<file path="src/rtl/adc_cfg_sequencer_if.sv">
// Request/accept/done handshake between the configuration sequencer and the
// AD9648 serial-port engine.
interface adc_cfg_sequencer_if;
  localparam int unsigned ADDR_W = 13;
  localparam int unsigned DATA_W = 8;

  logic              spi_req;
  logic              spi_ack;
  logic              spi_rw;
  logic              spi_cs_sel;
  logic [ADDR_W-1:0] spi_addr;
  logic [DATA_W-1:0] spi_wdata;
  logic              spi_done;
  logic [DATA_W-1:0] spi_rdata;

  modport master (
    output spi_req, spi_rw, spi_cs_sel, spi_addr, spi_wdata,
    input  spi_ack, spi_done, spi_rdata
  );

  modport slave (
    input  spi_req, spi_rw, spi_cs_sel, spi_addr, spi_wdata,
    output spi_ack, spi_done, spi_rdata
  );
endinterface

</file>
<file path="src/rtl/adc_cfg_sequencer.sv">
// Walks the register table, writing and verifying each entry on ADC1 then
// ADC2, and finishes each chip with a transfer-register write.
module adc_cfg_sequencer #(
  parameter int unsigned TBL_DEPTH_W = 5,
  parameter int unsigned MAX_RETRY   = 3,
  parameter logic [15:0] TIMEOUT     = 16'd4096
) (
  input  logic                   sys_clk,
  input  logic                   reset_n,
  input  logic                   start,
  output logic [TBL_DEPTH_W-1:0] tbl_idx,
  input  logic [12:0]            tbl_addr,
  input  logic [7:0]             tbl_data,
  input  logic                   tbl_last,
  adc_cfg_sequencer_if.master    spi,
  output logic                   busy,
  output logic                   done,
  output logic                   error,
  output logic                   err_chip,
  output logic [TBL_DEPTH_W-1:0] err_idx,
  output logic                   err_timeout
);

  localparam int unsigned RETRY_W = (MAX_RETRY < 1) ? 1 : $clog2(MAX_RETRY + 1);
  localparam logic [12:0] XF_ADDR = 13'h0FF;
  localparam logic [7:0]  XF_DATA = 8'h01;

  typedef enum logic [3:0] {
    S_IDLE, S_LOAD, S_WR_REQ, S_WR_WAIT, S_RD_REQ, S_RD_WAIT,
    S_CHECK, S_NEXT, S_XF_REQ, S_XF_WAIT, S_DONE, S_ERROR
  } state_t;

  state_t             state;
  state_t             wait_state_c;
  logic [RETRY_W-1:0] retry;
  logic               last_q;
  logic [7:0]         rdata_q;
  logic [15:0]        to_cnt;
  logic               is_req_c;
  logic               is_wait_c;
  logic               accept_c;
  logic               finish_c;
  logic               expired_c;

  // Handshake decode shared by the write, read and transfer phases
  always_comb begin
    wait_state_c = state;
    is_req_c     = 1'b0;
    is_wait_c    = 1'b0;
    case (state)
      S_WR_REQ:  begin is_req_c = 1'b1; wait_state_c = S_WR_WAIT; end
      S_RD_REQ:  begin is_req_c = 1'b1; wait_state_c = S_RD_WAIT; end
      S_XF_REQ:  begin is_req_c = 1'b1; wait_state_c = S_XF_WAIT; end
      S_WR_WAIT, S_RD_WAIT, S_XF_WAIT: is_wait_c = 1'b1;
      default: ;
    endcase
    accept_c  = is_req_c & spi.spi_ack;
    finish_c  = spi.spi_done & (is_wait_c | accept_c);
    expired_c = is_wait_c & (to_cnt == TIMEOUT);
  end

  always_ff @(posedge sys_clk or negedge reset_n) begin
    if (!reset_n) begin
      state          <= S_IDLE;
      tbl_idx        <= '0;
      retry          <= '0;
      last_q         <= 1'b0;
      rdata_q        <= '0;
      to_cnt         <= '0;
      spi.spi_req    <= 1'b0;
      spi.spi_rw     <= 1'b0;
      spi.spi_cs_sel <= 1'b0;
      spi.spi_addr   <= '0;
      spi.spi_wdata  <= '0;
      busy           <= 1'b0;
      done           <= 1'b0;
      error          <= 1'b0;
      err_chip       <= 1'b0;
      err_idx        <= '0;
      err_timeout    <= 1'b0;
    end else begin
      case (state)
        S_IDLE, S_DONE, S_ERROR: begin
          if (start) begin
            state          <= S_LOAD;
            tbl_idx        <= '0;
            retry          <= '0;
            spi.spi_cs_sel <= 1'b0;
            busy           <= 1'b1;
            done           <= 1'b0;
            error          <= 1'b0;
            err_chip       <= 1'b0;
            err_idx        <= '0;
            err_timeout    <= 1'b0;
          end
        end

        // The table is only sampled here; spi_wdata doubles as the compare value
        S_LOAD: begin
          spi.spi_addr  <= tbl_addr;
          spi.spi_wdata <= tbl_data;
          last_q        <= tbl_last;
          spi.spi_rw    <= 1'b0;
          spi.spi_req   <= 1'b1;
          state         <= S_WR_REQ;
        end

        S_WR_REQ, S_WR_WAIT, S_RD_REQ, S_RD_WAIT, S_XF_REQ, S_XF_WAIT: begin
          if (accept_c) begin
            spi.spi_req <= 1'b0;
            to_cnt      <= '0;
            state       <= wait_state_c;
          end else if (is_wait_c) begin
            to_cnt <= to_cnt + 16'd1;
          end

          // A done in the accept cycle skips the wait state entirely
          if (finish_c) begin
            if (state inside {S_WR_REQ, S_WR_WAIT}) begin
              spi.spi_rw  <= 1'b1;
              spi.spi_req <= 1'b1;
              state       <= S_RD_REQ;
            end else if (state inside {S_RD_REQ, S_RD_WAIT}) begin
              rdata_q <= spi.spi_rdata;
              state   <= S_CHECK;
            end else if (!spi.spi_cs_sel) begin
              spi.spi_cs_sel <= 1'b1;
              tbl_idx        <= '0;
              state          <= S_LOAD;
            end else begin
              busy  <= 1'b0;
              done  <= 1'b1;
              state <= S_DONE;
            end
          end else if (expired_c) begin
            spi.spi_req <= 1'b0;
            busy        <= 1'b0;
            error       <= 1'b1;
            err_timeout <= 1'b1;
            err_chip    <= spi.spi_cs_sel;
            err_idx     <= (state == S_XF_WAIT) ? '1 : tbl_idx;
            state       <= S_ERROR;
          end
        end

        S_CHECK: begin
          if (rdata_q == spi.spi_wdata) begin
            state <= S_NEXT;
          end else if (32'(retry) < MAX_RETRY) begin
            retry       <= retry + RETRY_W'(1);
            spi.spi_rw  <= 1'b0;
            spi.spi_req <= 1'b1;
            state       <= S_WR_REQ;
          end else begin
            busy        <= 1'b0;
            error       <= 1'b1;
            err_timeout <= 1'b0;
            err_chip    <= spi.spi_cs_sel;
            err_idx     <= tbl_idx;
            state       <= S_ERROR;
          end
        end

        // A full table without a last marker still ends at the top index
        S_NEXT: begin
          retry <= '0;
          if (last_q || (&tbl_idx)) begin
            spi.spi_addr  <= XF_ADDR;
            spi.spi_wdata <= XF_DATA;
            spi.spi_rw    <= 1'b0;
            spi.spi_req   <= 1'b1;
            state         <= S_XF_REQ;
          end else begin
            tbl_idx <= tbl_idx + TBL_DEPTH_W'(1);
            state   <= S_LOAD;
          end
        end

        default: state <= S_IDLE;
      endcase
    end
  end

endmodule

</file>
<file path="src/flat_wrapper.sv">
// flat-port wrapper written by rule: the top's interface ports become plain ports
module adc_cfg_sequencer_flat 
#(
  parameter int unsigned TBL_DEPTH_W = 5,
  parameter int unsigned MAX_RETRY   = 3,
  parameter logic [15:0] TIMEOUT     = 16'd4096
)
  (sys_clk, reset_n, start, tbl_idx, tbl_addr, tbl_data, tbl_last, busy, done, error, err_chip, err_idx, err_timeout, spi_spi_req, spi_spi_rw, spi_spi_cs_sel, spi_spi_addr, spi_spi_wdata, spi_spi_ack, spi_spi_done, spi_spi_rdata);
  adc_cfg_sequencer_if spi_i ();
  input  logic sys_clk;
  input  logic reset_n;
  input  logic start;
  output logic [TBL_DEPTH_W-1:0] tbl_idx;
  input  logic [12:0] tbl_addr;
  input  logic [7:0] tbl_data;
  input  logic tbl_last;
  output logic busy;
  output logic done;
  output logic error;
  output logic err_chip;
  output logic [TBL_DEPTH_W-1:0] err_idx;
  output logic err_timeout;
  output wire logic [$bits(spi_i.spi_req)-1:0] spi_spi_req;
  output wire logic [$bits(spi_i.spi_rw)-1:0] spi_spi_rw;
  output wire logic [$bits(spi_i.spi_cs_sel)-1:0] spi_spi_cs_sel;
  output wire logic [$bits(spi_i.spi_addr)-1:0] spi_spi_addr;
  output wire logic [$bits(spi_i.spi_wdata)-1:0] spi_spi_wdata;
  input wire logic [$bits(spi_i.spi_ack)-1:0] spi_spi_ack;
  input wire logic [$bits(spi_i.spi_done)-1:0] spi_spi_done;
  input wire logic [$bits(spi_i.spi_rdata)-1:0] spi_spi_rdata;
  assign spi_spi_req = spi_i.spi_req;
  assign spi_spi_rw = spi_i.spi_rw;
  assign spi_spi_cs_sel = spi_i.spi_cs_sel;
  assign spi_spi_addr = spi_i.spi_addr;
  assign spi_spi_wdata = spi_i.spi_wdata;
  assign spi_i.spi_ack = spi_spi_ack;
  assign spi_i.spi_done = spi_spi_done;
  assign spi_i.spi_rdata = spi_spi_rdata;
  adc_cfg_sequencer #(.TBL_DEPTH_W(TBL_DEPTH_W), .MAX_RETRY(MAX_RETRY), .TIMEOUT(TIMEOUT)) u_core (.sys_clk(sys_clk), .reset_n(reset_n), .start(start), .tbl_idx(tbl_idx), .tbl_addr(tbl_addr), .tbl_data(tbl_data), .tbl_last(tbl_last), .spi(spi_i), .busy(busy), .done(done), .error(error), .err_chip(err_chip), .err_idx(err_idx), .err_timeout(err_timeout));
endmodule
</file>
<file path="config.mk">
export PLATFORM = sky130hd
export DESIGN_NAME = adc_cfg_sequencer_flat
export DESIGN_NICKNAME = d
export VERILOG_FILES = /design/src/rtl/adc_cfg_sequencer_if.sv /design/src/rtl/adc_cfg_sequencer.sv /design/src/flat_wrapper.sv
export SDC_FILE = /design/constraint.sdc
export NUM_CORES = 1
export LEC_CHECK = 0
export CAP_MARGIN = 20
export CORE_UTILIZATION = 45
export DETAILED_ROUTE_END_ITERATION = 8
export PLACE_DENSITY = 0.76
export SYNTH_ARGS = -nofsm -noshare
export SYNTH_HDL_FRONTEND = slang
export SYNTH_SLANG_ARGS = --single-unit
</file>
<file path="constraint.sdc">
create_clock -name sys_clk -period 3.4 [get_ports sys_clk]
set_clock_uncertainty 0.1 [all_clocks]
set_input_delay 0.68 -clock sys_clk [delete_from_list [all_inputs] [get_ports sys_clk]]
set_output_delay 0.68 -clock sys_clk [all_outputs]
set_load 0.02 [all_outputs]
</file>
==> results of run 1 <==
-- metal layers --
metal	part of all wire	GRT usage
met3	0.098	0.0788
met2	0.44	0.337
met5	0	0
met1	0.45	0.291
met4	0.013	0.0641
-- registers in the layout, indices dropped and copies added (netlist names), 2 cells and up --
| signal | flops |
|---|---|
| u_core.retry | 2 |
| u_core.state | 4 |
| u_core.spi.spi_wdata | 8 |
| u_core.to_cnt | 16 |
| u_core.rdata_q | 8 |
| u_core.err_idx | 5 |
| u_core.spi.spi_addr | 13 |
| u_core.tbl_idx | 5 |
-- power by group through the flow --
stage | Sequential, W | Combinational, W | Clock (W)
detailed placement | 0.00140 | 0.00202 | 0
finish | 0.00140 | 0.00203 | 0.000814
floorplan | 0.00150 | 0.00121 | 0
global route | 0.00144 | 0.00221 | 0.000874
CTS | 0.00140 | 0.00203 | 0.000832
global placement | 0.00139 | 0.00197 | 0
-- through the flow --
step	util	hold WS [ps]	setup WS (ps)	cells	power, W
after global placement	0.577	376	792	553	0.00336
after detailed placement	0.577	391	596	553	0.00342
final	0.607	243	747	569	0.00424
after CTS	0.607	251	774	569	0.00425
after floorplan	-	284	1130	393	0.00271
after global routing	0.607	253	596	569	0.00452
-- layout make-up --
type | count | share of cell area
clock buffer | 11 | 0.0276
clock inverter | 5 | 0.0226
inverter | 14 | 0.0110
multi-input combinational | 288 | 0.380
sequential | 70 | 0.368
tap | 102 | 0.0268
timing repair buffer | 79 | 0.164
-- synthesized netlist by cell type (5+ instances only) --
| library cell | number |
|---|---|
| dfrtp_1 | 70 |
| nand2_1 | 67 |
| o21ai_0 | 45 |
| a21oi_1 | 17 |
| nor2_1 | 17 |
| xor2_1 | 15 |
| inv_1 | 14 |
| mux2_2 | 12 |
| clkbuf_1 | 11 |
| nand4_1 | 10 |
| mux2i_1 | 8 |
| a22o_1 | 6 |
| buf_2 | 6 |
| nor3_1 | 6 |
| nor4_1 | 6 |
| ha_1 | 5 |
| o22ai_1 | 5 |
| or3_1 | 5 |
-- cells by family after synthesis --
| logic type | count (synthesis) | share of synthesized area |
|---|---|---|
| buffers and inverters | 35 | 0.0395 |
| xor gates and xnor gates | 17 | 0.0402 |
| adders and majority gates | 5 | 0.0169 |
| muxes | 20 | 0.0581 |
| DFF | 70 | 0.473 |
| AOI/OAI and AO/OA | 101 | 0.173 |
| and+or+nand+nor | 145 | 0.199 |
-- worst max path at each step --
stage / from / end / slack [ps]
5_1_grt: u_core.state[2]$_DFFE_PN0P_ / u_core.error$_DFFE_PN0P_ / 600
3_5_place_dp: spi_spi_done / u_core.done$_DFFE_PN0P_ / 600
2_1_floorplan: u_core.tbl_idx[0]$_DFFE_PN0P_ / u_core.tbl_idx[1]$_DFFE_PN0P_ / 1130
4_1_cts: u_core.state[2]$_DFFE_PN0P_ / u_core.error$_DFFE_PN0P_ / 770
6_report: u_core.state[2]$_DFFE_PN0P_ / u_core.error$_DFFE_PN0P_ / 750
3_3_place_gp: spi_spi_ack / u_core.spi.spi_rw$_DFFE_PN0P_ / 790
==> flow_metrics.py, run 1 <==
metrics = {
    "detailed_routing": {
        "vias": 3195,
        "drt_pass1_iterations": 4,
        "drt-initial-drc-count": 219,
        "drc": 0,
        "wl_mm": 8.79,
        "post_drt_wl_per_cell_um": 15.4,
        "antenna_left": 0,
        "viasPerCell": 5.62,
    },
    "worst_setup_path": {
        "rr_startpoint": "u_core.state[2]$_DFFE_PN0P_",
        "cp_cell_sequence": "xnor2_1 -> o21ai_4 -> o21ai_0 -> o21ai_4 -> mux2_2",
        "startpoint_type": "flop",
        "crit_fanout": 19,
        "cp_slowest_stage_delay_ps": 740,
        "r2r_setup_slack_ps": 750,
        "cp.buffers_inverters": 0,
        "crit_top_cell": "o21ai_4",
        "crit_arrival_ps": 2780,
        "required_ps": 3530,
        "end_kind": "flop",
        "cp.depth": 5,
        "r2r_end": "u_core.error$_DFFE_PN0P_",
        "crit_family": "compound AO/OA/AOI/OAI gates",
        "slowest_stage": "dfrtp_1",
        "crit_type": "flop to flop",
        "worst_r2r_path_depth": 5,
    },
    "global_routing": {
        "antenna_found_initial": 0,
        "first_global_vias": 3083,
        "grt_pass1_wl_mm": 14.8,
        "grt_overflow": 0,
        "grt_usage": 0.219,
        "grt_max_degree": 71,
    },
    "timing": {
        "worstMarginPinSlew_ps": 720,
        "slew_violations": 0,
        "max_freq_ghz": 0.377,
        "relSlewSlack": 0.508,
        "setup_tns_ps": 0,
        "rsz0062_at_grt": "false",
        "finalHoldViolCount": 0,
        "setup_viol": 0,
        "finalCriticalPeriod_ps": 2650,
        "min_period_over_period": 0.780,
    },
    "synthesis": {
        "ys_ff_latch": 70,
        "synth-edff-count": 0,
        "yosys_warnings": 0,
        "synth_seq_area_share": 0.473,
        "syn_area_per_cell_um2": 9.42,
        "synth_cells": 393,
        "syn-num-nets": 433,
        "synth_area_leader_cell": "dfrtp_1",
        "synth_area_leaders": "dfrtp_1 (47%), nand2_1 (6.8%), o21ai_0 (6.1%)",
        "synth_top_area_frac": 0.473,
        "synth_cell_types": 55,
        "synthFlopType": "dfrtp_1",
        "netlist_area_mm2": 0.00370,
        "async_flop_share": 1.00,
    },
    "cts": {
        "ctsResizeCount": 0,
        "ctsLongestPathBuffers": 2,
        "cts_setup_buffers": 0,
        "clk_latency_ps": 350,
        "cts_tree": "built",
        "hold_buffers": 0,
        "clkTransAtPathRegs_ps": 80,
        "cts-buffers-inserted": 9,
        "cts_root_buf": "clkbuf_8",
        "htree_levels": 3,
        "clock_sinks": 70,
    },
    "pwr": {
        "p_clk_frac": 0.192,
        "p_sw_frac": 0.414,
        "power_density_mw_per_mm2": 890,
        "switchingPower_w": 0.00175,
        "pwr-share-seq": 0.329,
        "p_int_w": 0.00249,
        "leakage_nw": 2.04,
        "irDropWorstVdd_mv": 0.511,
        "power_frac_comb": 0.478,
    },
    "finish": {
        "final_area_mm2": 0.00476,
        "diodes": 0,
        "area.sequential_mm2": 0.00175,
        "final_cell_mix": "clkdlybuf4s50_1 (72), dfrtp_1 (70), nand2_1 (67)",
        "final_layout_size_suffix_gt1_frac": 0.0985,
        "multi_input_area_mm2": 0.00181,
        "nNetsFinal": 502,
        "layout_commonest_cell": "clkdlybuf4s50_1",
        "syn2layout_area_growth_pct": 28.7,
        "fill_cells": 677,
    },
    "placement": {
        "dp_hpwl_mm": 6.08,
        "gp_congestion": 0.924,
        "placed_area_mm2": 0.00452,
        "numPortBuffers": 73,
    },
    "floorplan": {
        "die_w_um": 92.7,
        "fp.dieArea_mm2": 0.00859,
        "die_h_um": 92.7,
        "io_pins": 74,
        "coreArea_mm2": 0.00785,
        "start_util": 0.472,
        "fp-row-count": 32,
    },
    "status": {
        "outcome": "completed",
    },
    "worst_hold_path": {
        "min_path_type": "primary input to asynchronous set/reset pin",
    },
    "flow_run": {
        "maxCapViolations": 0,
    },
}
(Power assumes the default switching activity.)
==> run 2, diff against run 1 <==
clock period = 2.6 ns   (was 3.4 ns; I/O delays follow)
==> flow_metrics.py, run 2 (synthesis gave the netlist of run 1 again) <==
metrics = {
    "worst_setup_path": {
        "rr_startpoint": "u_core.state[3]$_DFFE_PN0P_",
        "end_kind": "flop",
        "crit_type": "flop to flop",
        "crit_family": "compound AO/OA/AOI/OAI gates",
        "crit_fanout": 19,
        "r2r_end": "u_core.err_idx[1]$_DFFE_PN0P_",
        "r2r_setup_slack_ps": 140,
        "cp.buffers_inverters": 2,
        "cp_cell_sequence": "buf_4 -> or3_1 -> a211oi_1 -> nor2_1 -> o21ai_4 -> buf_4 -> mux2i_1",
        "slowest_stage": "dfrtp_1",
        "required_ps": 2770,
        "cp.depth": 7,
        "critPathCapture": "u_core.err_idx[1]$_DFFE_PN0P_",
        "crit_start": "u_core.state[3]$_DFFE_PN0P_",
        "startpoint_type": "flop",
        "cp_slowest_stage_delay_ps": 470,
        "worst_r2r_path_depth": 7,
        "crit_top_cell": "buf_4",
        "crit_arrival_ps": 2630,
    },
    "timing": {
        "rsz0062_at_grt": "false",
        "whs_ps": 36.2,
        "finalHoldViolCount": 0,
        "finalCriticalPeriod_ps": 2460,
        "min_period_over_period": 0.946,
        "setup_viol": 0,
        "relSlewSlack": 0.609,
        "max_freq_ghz": 0.406,
        "worstMarginPinSlew_ps": 585,
        "slew_violations": 0,
        "setup_tns_ps": 0,
    },
    "floorplan": {
        "coreArea_mm2": 0.00785,
        "fp-row-count": 32,
        "die_w_um": 92.7,
        "start_util": 0.472,
        "die_h_um": 92.7,
        "io_pins": 74,
        "fp.dieArea_mm2": 0.00859,
    },
    "finish": {
        "final_layout_size_suffix_gt1_frac": 0.127,
        "regMostFlops": "u_core.to_cnt",
        "top_regs": "u_core.to_cnt x16, u_core.spi.spi_addr x13",
        "layout_commonest_cell": "clkdlybuf4s50_1",
        "final_cell_mix": "clkdlybuf4s50_1 (72), dfrtp_1 (70), nand2_1 (67)",
        "largest_reg_flops": 16,
        "nNetsFinal": 515,
        "finalNonFillerCells": 582,
        "syn2layout_area_growth_pct": 31.3,
        "diodes": 0,
    },
    "cts": {
        "clk_latency_ps": 350,
        "cts_root_buf": "clkbuf_8",
        "htree_levels": 3,
        "cts-buffers-inserted": 9,
        "hold_buffers": 0,
        "cts_setup_buffers": 0,
        "ctsResizeCount": 0,
        "clkTransAtPathRegs_ps": 80,
        "cts_tree": "built",
        "ctsLongestPathBuffers": 2,
        "clock_sinks": 70,
    },
    "placement": {
        "dp_hpwl_mm": 6.24,
        "post-place-cells": 565,
        "gp_congestion": 0.901,
        "numPortBuffers": 73,
    },
    "worst_hold_path": {
        "min_path_type": "primary input to asynchronous set/reset pin",
    },
    "detailed_routing": {
        "drc": 0,
        "viasPerCell": 5.54,
        "vias": 3227,
        "drt-initial-drc-count": 213,
        "antenna_left": 0,
        "drt_pass1_iterations": 4,
        "post_drt_wl_per_cell_um": 15.2,
        "wl_mm": 8.87,
    },
    "pwr": {
        "power_density_mw_per_mm2": 1150,
        "irDropWorstVdd_mv": 0.623,
        "leakage_nw": 2.10,
    },
    "status": {
        "outcome": "completed",
    },
    "flow_run": {
        "maxCapViolations": 0,
    },
    "global_routing": {
        "grt_max_degree": 50,
        "first_global_vias": 3042,
        "grt_overflow": 0,
        "grt_usage": 0.223,
        "grt_pass1_wl_mm": 14.9,
        "antenna_found_initial": 0,
    },
}
[run 2: how the worst min path moves through the flow]
stage,endpoint,slack (ps),startpoint,cells after the start
2_1_floorplan,u_core.busy$_DFFE_PN0P_,120,reset_n,0
3_3_place_gp,u_core.retry[1]$_DFFE_PN0P_,370,u_core.retry[1]$_DFFE_PN0P_,1
3_5_place_dp,u_core.retry[1]$_DFFE_PN0P_,380,u_core.retry[1]$_DFFE_PN0P_,1
4_1_cts,u_core.to_cnt[11]$_DFFE_PN0P_,50,reset_n,1
5_1_grt,u_core.to_cnt[11]$_DFFE_PN0P_,60,reset_n,1
6_report,u_core.to_cnt[11]$_DFFE_PN0P_,40,reset_n,1
[run 2: routing by layer]
metal / wire length (µm) / up-vias / global-route usage / part of all wire
li1: - / 1564 / - / -
met1: 4110 / 1528 / 0.310 / 0.46
met2: 3870 / 123 / 0.328 / 0.44
met3: 779 / 12 / 0.0698 / 0.088
met4: 113 / 0 / 0.0782 / 0.013
met5: 0 / - / 0 / 0
[run 2: worst register-to-register path, stage by stage, from the launching register on]
cell and delay [ps]:
dfrtp_1 470, buf_4 240, or3_1 380, a211oi_1 390, nor2_1 210, o21ai_4 210, buf_4 190, mux2i_1 200
[run 2: report_power, final]
group,switching (W),internal [W]
logic,0.00156,0.00127
registers,0.000318,0.00145
clock network,0.000414,0.000592
[run 2: stage by stage]
step	utilization	cell area, µm²	total power (W)	worst slack [ps]
floorplan	-	3700	0.00354	332
CTS	0.618	4850	0.00562	77.5
global route	0.620	4860	0.00599	56.6
detailed placement	0.588	4610	0.00458	-126
finish	0.620	4860	0.00561	139
global placement	0.588	4610	0.00454	-130
[run 2: cell type report]
class / instances / area (µm²)
Fill cell: 692 / 2990
Multi-Input combinational cell: 288 / 1810
Sequential cell: 70 / 1750
Timing Repair Buffer: 92 / 887
Clock buffer: 11 / 151
Tap cell: 102 / 128
Clock inverter: 5 / 81.3
Inverter: 14 / 52.6
